File: src/rtl/hazard_sequencer_if.sv
// Hazard sequencer bundle: pipeline hazard inputs and stall/flush/freeze outputs.
// stall_count exists only when HAZARD_STATS_EN is defined.
interface hazard_sequencer_if #(
    parameter int REG_W = 4,
    parameter int CNT_W = 16
);
    logic [REG_W-1:0] src1;
    logic [REG_W-1:0] src2;
    logic             two_src;
    logic [REG_W-1:0] exe_dest;
    logic             exe_wb_en;
    logic             exe_mem_r_en;
    logic [REG_W-1:0] mem_dest;
    logic             mem_wb_en;
    logic             forward_en;
    logic             branch_taken;
    logic             mem_access;
    logic             sram_ready;
    logic             freeze_pc;
    logic             flush_if_id;
    logic             flush_id_ex;
    logic             freeze_all;
    logic [1:0]       state;
    logic             mem_timeout;
`ifdef HAZARD_STATS_EN
    logic [CNT_W-1:0] stall_count;
`endif

    if (REG_W < 1 || CNT_W < 1) begin : g_param_check
        $error("hazard_sequencer_if: widths must be positive");
    end

    modport master (
        output src1, src2, two_src,
        output exe_dest, exe_wb_en, exe_mem_r_en,
        output mem_dest, mem_wb_en,
        output forward_en, branch_taken,
        output mem_access, sram_ready,
        input  freeze_pc, flush_if_id,
        input  flush_id_ex, freeze_all,
        input  state, mem_timeout
`ifdef HAZARD_STATS_EN
        , input stall_count
`endif
    );

    modport slave (
        input  src1, src2, two_src,
        input  exe_dest, exe_wb_en, exe_mem_r_en,
        input  mem_dest, mem_wb_en,
        input  forward_en, branch_taken,
        input  mem_access, sram_ready,
        output freeze_pc, flush_if_id,
        output flush_id_ex, freeze_all,
        output state, mem_timeout
`ifdef HAZARD_STATS_EN
        , output stall_count
`endif
    );
endinterface

File: src/rtl/hazard_sequencer.sv
// Stall/flush/freeze sequencer for the 5-stage pipeline (RUN/STALL/WAIT/FLUSH).
// Optional stall statistics counter enabled by HAZARD_STATS_EN.
module hazard_sequencer #(
    parameter int REG_W      = 4,
    parameter int WAIT_LIMIT = 255,
    parameter int CNT_W      = 16
) (
    input  logic i_clk,
    input  logic i_rst,
    hazard_sequencer_if.slave hs
);
    typedef enum logic [1:0] {
        S_RUN   = 2'b00,
        S_STALL = 2'b01,
        S_WAIT  = 2'b10,
        S_FLUSH = 2'b11
    } state_t;

    localparam int WCW = $clog2(WAIT_LIMIT + 1);
    localparam logic [WCW-1:0] LIM    = WCW'(WAIT_LIMIT);
    localparam logic [WCW-1:0] LIM_M1 = WCW'(WAIT_LIMIT - 1);

    if (REG_W < 1 || CNT_W < 1 || WAIT_LIMIT < 1) begin : g_param_check
        $error("hazard_sequencer: parameters must be positive");
    end

    state_t           r_state;
    state_t           w_next;
    logic [WCW-1:0]   r_wcnt;
    logic             r_timeout;
    logic [REG_W-1:0] w_src1;
    logic [REG_W-1:0] w_src2;
    logic [REG_W-1:0] w_exe_dest;
    logic [REG_W-1:0] w_mem_dest;
    logic             w_raw_exe;
    logic             w_raw_mem;
    logic             w_hz_raw;
    logic             w_hazard;
    logic             w_wait;
    logic             w_br;
    logic             w_freeze_pc;
    logic             w_flush_if_id;
    logic             w_flush_id_ex;
    logic             w_freeze_all;

    assign w_src1     = hs.src1;
    assign w_src2     = hs.src2;
    assign w_exe_dest = hs.exe_dest;
    assign w_mem_dest = hs.mem_dest;
    assign w_br       = hs.branch_taken;

    assign w_raw_exe = hs.exe_wb_en &&
        (w_exe_dest == w_src1 ||
         (hs.two_src && w_exe_dest == w_src2));
    assign w_raw_mem = hs.mem_wb_en &&
        (w_mem_dest == w_src1 ||
         (hs.two_src && w_mem_dest == w_src2));
    assign w_hz_raw = hs.forward_en ?
        (w_raw_exe && hs.exe_mem_r_en) :
        (w_raw_exe || w_raw_mem);

    // ID holds the bubble we just inserted, so its sources are meaningless
    assign w_hazard = w_hz_raw && (r_state != S_FLUSH);

    // Once in WAIT the pipeline stays held until SRAM reports completion
    assign w_wait = (r_state == S_WAIT) ? !hs.sram_ready :
                    (hs.mem_access && !hs.sram_ready);

    assign w_freeze_all  = w_wait;
    assign w_freeze_pc   = w_wait || (w_hazard && !w_br);
    assign w_flush_if_id = w_br && !w_wait;
    assign w_flush_id_ex = (w_hazard || w_br) && !w_wait;

    always_comb begin
        w_next = S_RUN;
        unique case (r_state)
            S_FLUSH: begin
                w_next = w_wait ? S_WAIT : S_RUN;
            end
            default: begin
                if (w_wait)
                    w_next = S_WAIT;
                else if (w_br)
                    w_next = S_FLUSH;
                else if (w_hazard)
                    w_next = S_STALL;
                else
                    w_next = S_RUN;
            end
        endcase
    end

    always_ff @(posedge i_clk or negedge i_rst) begin
        if (!i_rst)
            r_state <= S_RUN;
        else
            r_state <= w_next;
    end

    always_ff @(posedge i_clk or negedge i_rst) begin
        if (!i_rst) begin
            r_wcnt    <= '0;
            r_timeout <= 1'b0;
        end else begin
            if (!w_wait)
                r_wcnt <= '0;
            else if (r_wcnt != LIM)
                r_wcnt <= r_wcnt + 1'b1;
            if (w_wait && r_wcnt == LIM_M1)
                r_timeout <= 1'b1;
        end
    end

    assign hs.freeze_pc   = w_freeze_pc && i_rst;
    assign hs.flush_if_id = w_flush_if_id && i_rst;
    assign hs.flush_id_ex = w_flush_id_ex && i_rst;
    assign hs.freeze_all  = w_freeze_all && i_rst;
    assign hs.state       = r_state;
    assign hs.mem_timeout = r_timeout;

`ifdef HAZARD_STATS_EN
    logic [CNT_W-1:0] r_stall_cnt;

    always_ff @(posedge i_clk or negedge i_rst) begin
        if (!i_rst)
            r_stall_cnt <= '0;
        else if ((w_freeze_pc || w_freeze_all) && r_stall_cnt != '1)
            r_stall_cnt <= r_stall_cnt + 1'b1;
    end

    assign hs.stall_count = r_stall_cnt;
`else
`endif
endmodule

File: src/flat_wrapper.sv
// flat-port wrapper written by rule: the top's interface ports become plain ports
module hazard_sequencer_flat 
#(
    parameter int REG_W      = 4,
    parameter int WAIT_LIMIT = 255,
    parameter int CNT_W      = 16
)
  (i_clk, i_rst, hs_src1, hs_src2, hs_two_src, hs_exe_dest, hs_exe_wb_en, hs_exe_mem_r_en, hs_mem_dest, hs_mem_wb_en, hs_forward_en, hs_branch_taken, hs_mem_access, hs_sram_ready, hs_freeze_pc, hs_flush_if_id, hs_flush_id_ex, hs_freeze_all, hs_state, hs_mem_timeout);
  hazard_sequencer_if #(.REG_W(REG_W), .CNT_W(CNT_W)) hs_i ();
  input  logic i_clk;
  input  logic i_rst;
  input wire logic [$bits(hs_i.src1)-1:0] hs_src1;
  input wire logic [$bits(hs_i.src2)-1:0] hs_src2;
  input wire logic [$bits(hs_i.two_src)-1:0] hs_two_src;
  input wire logic [$bits(hs_i.exe_dest)-1:0] hs_exe_dest;
  input wire logic [$bits(hs_i.exe_wb_en)-1:0] hs_exe_wb_en;
  input wire logic [$bits(hs_i.exe_mem_r_en)-1:0] hs_exe_mem_r_en;
  input wire logic [$bits(hs_i.mem_dest)-1:0] hs_mem_dest;
  input wire logic [$bits(hs_i.mem_wb_en)-1:0] hs_mem_wb_en;
  input wire logic [$bits(hs_i.forward_en)-1:0] hs_forward_en;
  input wire logic [$bits(hs_i.branch_taken)-1:0] hs_branch_taken;
  input wire logic [$bits(hs_i.mem_access)-1:0] hs_mem_access;
  input wire logic [$bits(hs_i.sram_ready)-1:0] hs_sram_ready;
  output wire logic [$bits(hs_i.freeze_pc)-1:0] hs_freeze_pc;
  output wire logic [$bits(hs_i.flush_if_id)-1:0] hs_flush_if_id;
  output wire logic [$bits(hs_i.flush_id_ex)-1:0] hs_flush_id_ex;
  output wire logic [$bits(hs_i.freeze_all)-1:0] hs_freeze_all;
  output wire logic [$bits(hs_i.state)-1:0] hs_state;
  output wire logic [$bits(hs_i.mem_timeout)-1:0] hs_mem_timeout;
  assign hs_i.src1 = hs_src1;
  assign hs_i.src2 = hs_src2;
  assign hs_i.two_src = hs_two_src;
  assign hs_i.exe_dest = hs_exe_dest;
  assign hs_i.exe_wb_en = hs_exe_wb_en;
  assign hs_i.exe_mem_r_en = hs_exe_mem_r_en;
  assign hs_i.mem_dest = hs_mem_dest;
  assign hs_i.mem_wb_en = hs_mem_wb_en;
  assign hs_i.forward_en = hs_forward_en;
  assign hs_i.branch_taken = hs_branch_taken;
  assign hs_i.mem_access = hs_mem_access;
  assign hs_i.sram_ready = hs_sram_ready;
  assign hs_freeze_pc = hs_i.freeze_pc;
  assign hs_flush_if_id = hs_i.flush_if_id;
  assign hs_flush_id_ex = hs_i.flush_id_ex;
  assign hs_freeze_all = hs_i.freeze_all;
  assign hs_state = hs_i.state;
  assign hs_mem_timeout = hs_i.mem_timeout;
  hazard_sequencer #(.REG_W(REG_W), .WAIT_LIMIT(WAIT_LIMIT), .CNT_W(CNT_W)) u_core (.i_clk(i_clk), .i_rst(i_rst), .hs(hs_i));
endmodule
File: config.mk
export PLATFORM = sky130hd
export DESIGN_NAME = hazard_sequencer_flat
export DESIGN_NICKNAME = d
export VERILOG_FILES = /design/src/rtl/hazard_sequencer_if.sv /design/src/rtl/hazard_sequencer.sv /design/src/flat_wrapper.sv
export SDC_FILE = /design/constraint.sdc
export NUM_CORES = 1
export LEC_CHECK = 0
export ABC_AREA = 1
export CORE_MARGIN = 1
export CORE_UTILIZATION = 47
export DETAILED_ROUTE_END_ITERATION = 12
export PLACE_DENSITY = 0.94
export RECOVER_POWER = 100
export SYNTH_ARGS = -nofsm -noshare
export SYNTH_HDL_FRONTEND = slang
export SYNTH_SLANG_ARGS = --single-unit
File: constraint.sdc
create_clock -name i_clk -period 3.6 [get_ports i_clk]
set_clock_uncertainty 0.1 [all_clocks]
set_input_delay 1.08 -clock i_clk [delete_from_list [all_inputs] [get_ports i_clk]]
set_output_delay 1.08 -clock i_clk [all_outputs]
set_load 0.02 [all_outputs]
== Word level (Yosys, flattened, before mapping) ==
Cells that the tools add are included.
Operators by class
  add/sub/neg operators: 1
  multiplexer cells: 9
  reductions and logical operators: 23
  eq/ne operators: 10
Operators by type and width (count)
  $eq A4 B4 Y1: 4
  $mux W8: 2
  $logic_and A1 B1 Y1: 15
  $add A8 B1 Y8 const B: 1
  $eq A8 B8 Y1 const B: 1
  $mux W2: 4
  $ne A8 B8 Y1 const B: 1
  $logic_or A1 B1 Y1: 5
  $eq A2 B2 Y1 const B: 2
  $ne A2 B2 Y1 const B: 2
  $logic_not A1 Y1: 3
  $mux W1: 3
Word-level totals
  bits in registers: 11
  input bits: 26

== Longest topological paths before layout ==
  depth in word-level cells: 11
  depth in mapped cells: 10

== Least setup slack after synthesis ==
Ideal clock, no wire load.
  path kind: input to output
  from: input hs_mem_access
  to: output hs_freeze_pc
  slack: 0.489 ns
  path buffers: 0
  required time: 2.420 ns
  stages on the path: 5
  arrival time: 1.931 ns
  path through: nor2_1 nor2_4 inv_2 nor2_1 o21bai_1
Between the ends
  cells in the longest elaborated chain, start to end: 4
RTL lines
  start: declaration: RTL line flat_wrapper.sv:22  | input wire logic [$bits(hs_i.mem_access)-1:0] hs_mem_access;
  $logic_and A1 B1 Y1: RTL line hazard_sequencer.sv:67  | (hs.mem_access && !hs.sram_ready);
  $mux W1: RTL line hazard_sequencer.sv:66  | assign w_wait = (r_state == S_WAIT) ? !hs.sram_ready :
  $logic_or A1 B1 Y1: RTL line hazard_sequencer.sv:70  | assign w_freeze_pc = w_wait || (w_hazard && !w_br);
  $logic_and A1 B1 Y1: RTL line hazard_sequencer.sv:114  | assign hs.freeze_pc = w_freeze_pc && i_rst;
  end: declaration: RTL line flat_wrapper.sv:24  | output wire logic [$bits(hs_i.freeze_pc)-1:0] hs_freeze_pc;
No other way between the ends.

== Worst setup path after layout ==
  from: input i_rst
  to: output hs_freeze_all
Between the ends
  cells in the longest elaborated chain, start to end: 1
RTL lines
  start: declaration: RTL line flat_wrapper.sv:11  | input logic i_rst;
  $logic_and A1 B1 Y1: RTL line hazard_sequencer.sv:117  | assign hs.freeze_all = w_freeze_all && i_rst;
  end: declaration: RTL line flat_wrapper.sv:27  | output wire logic [$bits(hs_i.freeze_all)-1:0] hs_freeze_all;
No other way between the ends.

==> results.toml <==
[worst_setup_path]
worstSetupPathType = "in2out"
crit_arrival_ps = 2360
required_ps = 2420
cp_max_fo = 5
cp-end-kind = "primary output"
start_kind = "input port"

[routing]
first_iter_violations = 17
drtPass1Iterations = 4
drc = 0
drtAntennaViolNets = 0
routedWlPerCell_um = 11.37
vias_per_cell = 4.854
wl_mm = 2.343
vias = 1000

[timing]
rsz0062_at_grt = "no"
setup_viol = 0
slew_headroom_pct = 71.55
fin_crit_ps = 3538
period_share_pct = 98.29
final_max_slew_viol_count = 0
hold_viol = 0
timing.fmax_ghz = 0.2826
hold_slack_ps = 384.1
worst_pin_slew_ps = 426.7

[yosys]
yosys_warnings = 0
synth_fa_ha_area_share_pct = 2.778
syn-num-nets = 168
yosysSeqAreaShare_pct = 30.56
ys_types = 25
ys_ff_latch = 11
syn_inst = 140
muxShareOfSynthArea_pct = 0
syn-cell-area_um2 = 900.9
synth.avg_cell_area_um2 = 6.435
synthSimpleGateAreaFrac_pct = 38.89
synth_top_family_by_area = "simple AND/OR/NAND/NOR gates"
synth_compound_area_share_pct = 10.69
synthXorXnorAreaFrac_pct = 5.833

[floorplanning]
start_util_pct = 51.06
dieWidth_um = 45.78
rows = 15
core_area_um2 = 1764
die_y_um = 45.78
io_pins = 33
die_area_um2 = 2096

[placed_design]
dp_hpwl_mm = 1.948
port_buffers = 32
place_area_um2 = 1290
place.gp.congestion = 0.8336

[cells_and_area]
layout-area-overhead-vs-synth_pct = 45.83
drive_gt1_share_pct = 9.945
diodes = 0
fin_area_um2 = 1314
final_nets = 210

[cts]
post_cts_buffers = 0
insertion_delay_ps = 270
clkTransAtPathRegs_ps = 60
numCtsBuffers = 3
cts_root_buffer = "clkbuf_4"
postCtsHoldBufs = 0
clockBufferDepth = 2
cts.sinks = 11
h-tree-depth = 1
tritoncts = "done"

[hold_path]
min_path_type = "reg2reg"

[global_routing]
antenna_found_initial = 0
track_usage_pct = 24.38
grt_overflow_total = 0
grt_pass1_vias = 937
grt_pass1_wl_mm = 3.643
grt_max_degree = 8

[run_status]
status = "completed"

[pwr]
p_leak_nw = 0.7863
peakVddDrop_uv = 216.0
powerDensity_nw_per_um2 = 244.7

[job]
maxCapViolations = 0
cell usage after synthesis:
library cell | count | area, um2
nand2_1 | 47 | 176.4
inv_1 | 22 | 82.58
nor2_1 | 19 | 71.32
dfrtp_1 | 11 | 275.3
a21oi_1 | 6 | 30.03
xor2_1 | 5 | 43.79
a211oi_1 | 3 | 22.52
inv_2 | 3 | 11.26
nand3_1 | 3 | 15.01
clkinv_1 | 2 | 7.510
ha_1 | 2 | 25.02
nor2_2 | 2 | 12.51
o21ai_0 | 2 | 10.01
o21bai_1 | 2 | 15.01
a21boi_0 | 1 | 7.510
a31oi_1 | 1 | 6.260
nand2_2 | 1 | 6.260
nand3b_4 | 1 | 20.02
nand4_1 | 1 | 6.260
nor2_4 | 1 | 11.26
nor3_1 | 1 | 5.000
nor3_2 | 1 | 10.01
nor3_4 | 1 | 16.27
o21ai_1 | 1 | 5.000
xnor2_1 | 1 | 8.760
layer usage:
metal / track usage [%] / up-vias / share of wire, %
met5: 0 / - / 0
met4: 6.471 / 0 / 1.2
met3: 7.540 / 4 / 6.3
met2: 46.29 / 41 / 52
met1: 25.56 / 447 / 40
li1: - / 508 / -
area by class of cell:
type | instances | area, um2
Multi-Input combinational cell | 102 | 526.8
Timing Repair Buffer | 37 | 352.8
Fill cell | 144 | 450.4
Sequential cell | 11 | 275.3
Inverter | 27 | 101.3
Tap cell | 25 | 31.28
Clock buffer | 4 | 26.28
per-stage QoR:
stage | setup TNS (ps) | cells | power [mW] | setup slack [ps] | utilization, %
floorplan | 0 | 140 | 0.1843 | 489.4 | -
global placement | -1184 | 202 | 0.2431 | -475.8 | 73.12
detailed placement | -1435 | 202 | 0.2476 | -571.7 | 73.12
CTS | -103.4 | 206 | 0.3290 | -57.10 | 73.83
global route | 0 | 206 | 0.3375 | 6.447 | 74.47
finish | 0 | 206 | 0.3215 | 61.67 | 74.47
power by group:
part,internal [mW],switching [mW]
clock,0.0429,0.0423
sequential,0.129,0.00547
combinational,0.0476,0.0539
sequential cells by signal (all words and copies together), names as in the netlist:
| signal | count |
|---|---|
| u_core.hs.mem_timeout | 1 |
| u_core.hs.state | 2 |
| u_core.r_wcnt | 8 |
logic make-up (layout without fill, tap and decap cells):
group                    count (synthesis)  count (layout)
AO/OA/AOI/OAI                           16              16
adder cells (fa/ha/maj)                  2               2
buffers and inverters                   27              68
XOR/XNOR                                 6               6
AND/OR/NAND/NOR                         78              78
flip-flops                              11              11
worst max-delay path, stage by stage:
cell and delay (ps):
dlygate4sd3_1 610, inv_1 70, nor2_1 150, buf_4 130, dlygate4sd2_1 320
cells in the final DEF (no fill, tap or decap), types with 2 or more instances in the layout:
cell type	count
o21bai_1	2
a21oi_1	6
nand3_1	3
clkinv_1	2
dfrtp_1	11
dlymetal6s2s_1	10
nor2_1	19
inv_2	4
dlygate4sd3_1	4
buf_4	3
ha_1	2
nand2_1	46
nand2_2	2
nor2_2	2
inv_1	21
clkbuf_4	3
clkdlybuf4s50_1	7
xor2_1	5
dlygate4sd2_1	8
clkbuf_1	5
a211oi_1	3
o21ai_0	2
worst paths after layout:
kind / slack, ps / cells past startpoint / endpoint / from
hold / removal: 380 / 1 / u_core.hs.mem_timeout$_DFFE_PN0P_ / u_core.hs.mem_timeout$_DFFE_PN0P_
min in group asynchronous: 1170 / 2 / u_core.r_wcnt[7]$_DFFE_PN0P_ / i_rst
setup / recovery: 60 / 5 / hs_freeze_all / i_rst
setup reg to reg: 1900 / 7 / u_core.r_wcnt[6]$_DFFE_PN0P_ / u_core.r_wcnt[0]$_DFFE_PN0P_
hold reg to reg: 380 / 1 / u_core.hs.mem_timeout$_DFFE_PN0P_ / u_core.hs.mem_timeout$_DFFE_PN0P_
max in group asynchronous: 1830 / 2 / u_core.r_wcnt[1]$_DFFE_PN0P_ / i_rst
repair_timing:
action | CTS | global route
resized for setup | 20 | 13
gates cloned | 0 | 0
pin swaps | 1 | 5
setup endpoints to repair | 4 | 2
Note: power is estimated with default switching activity, not from simulation.
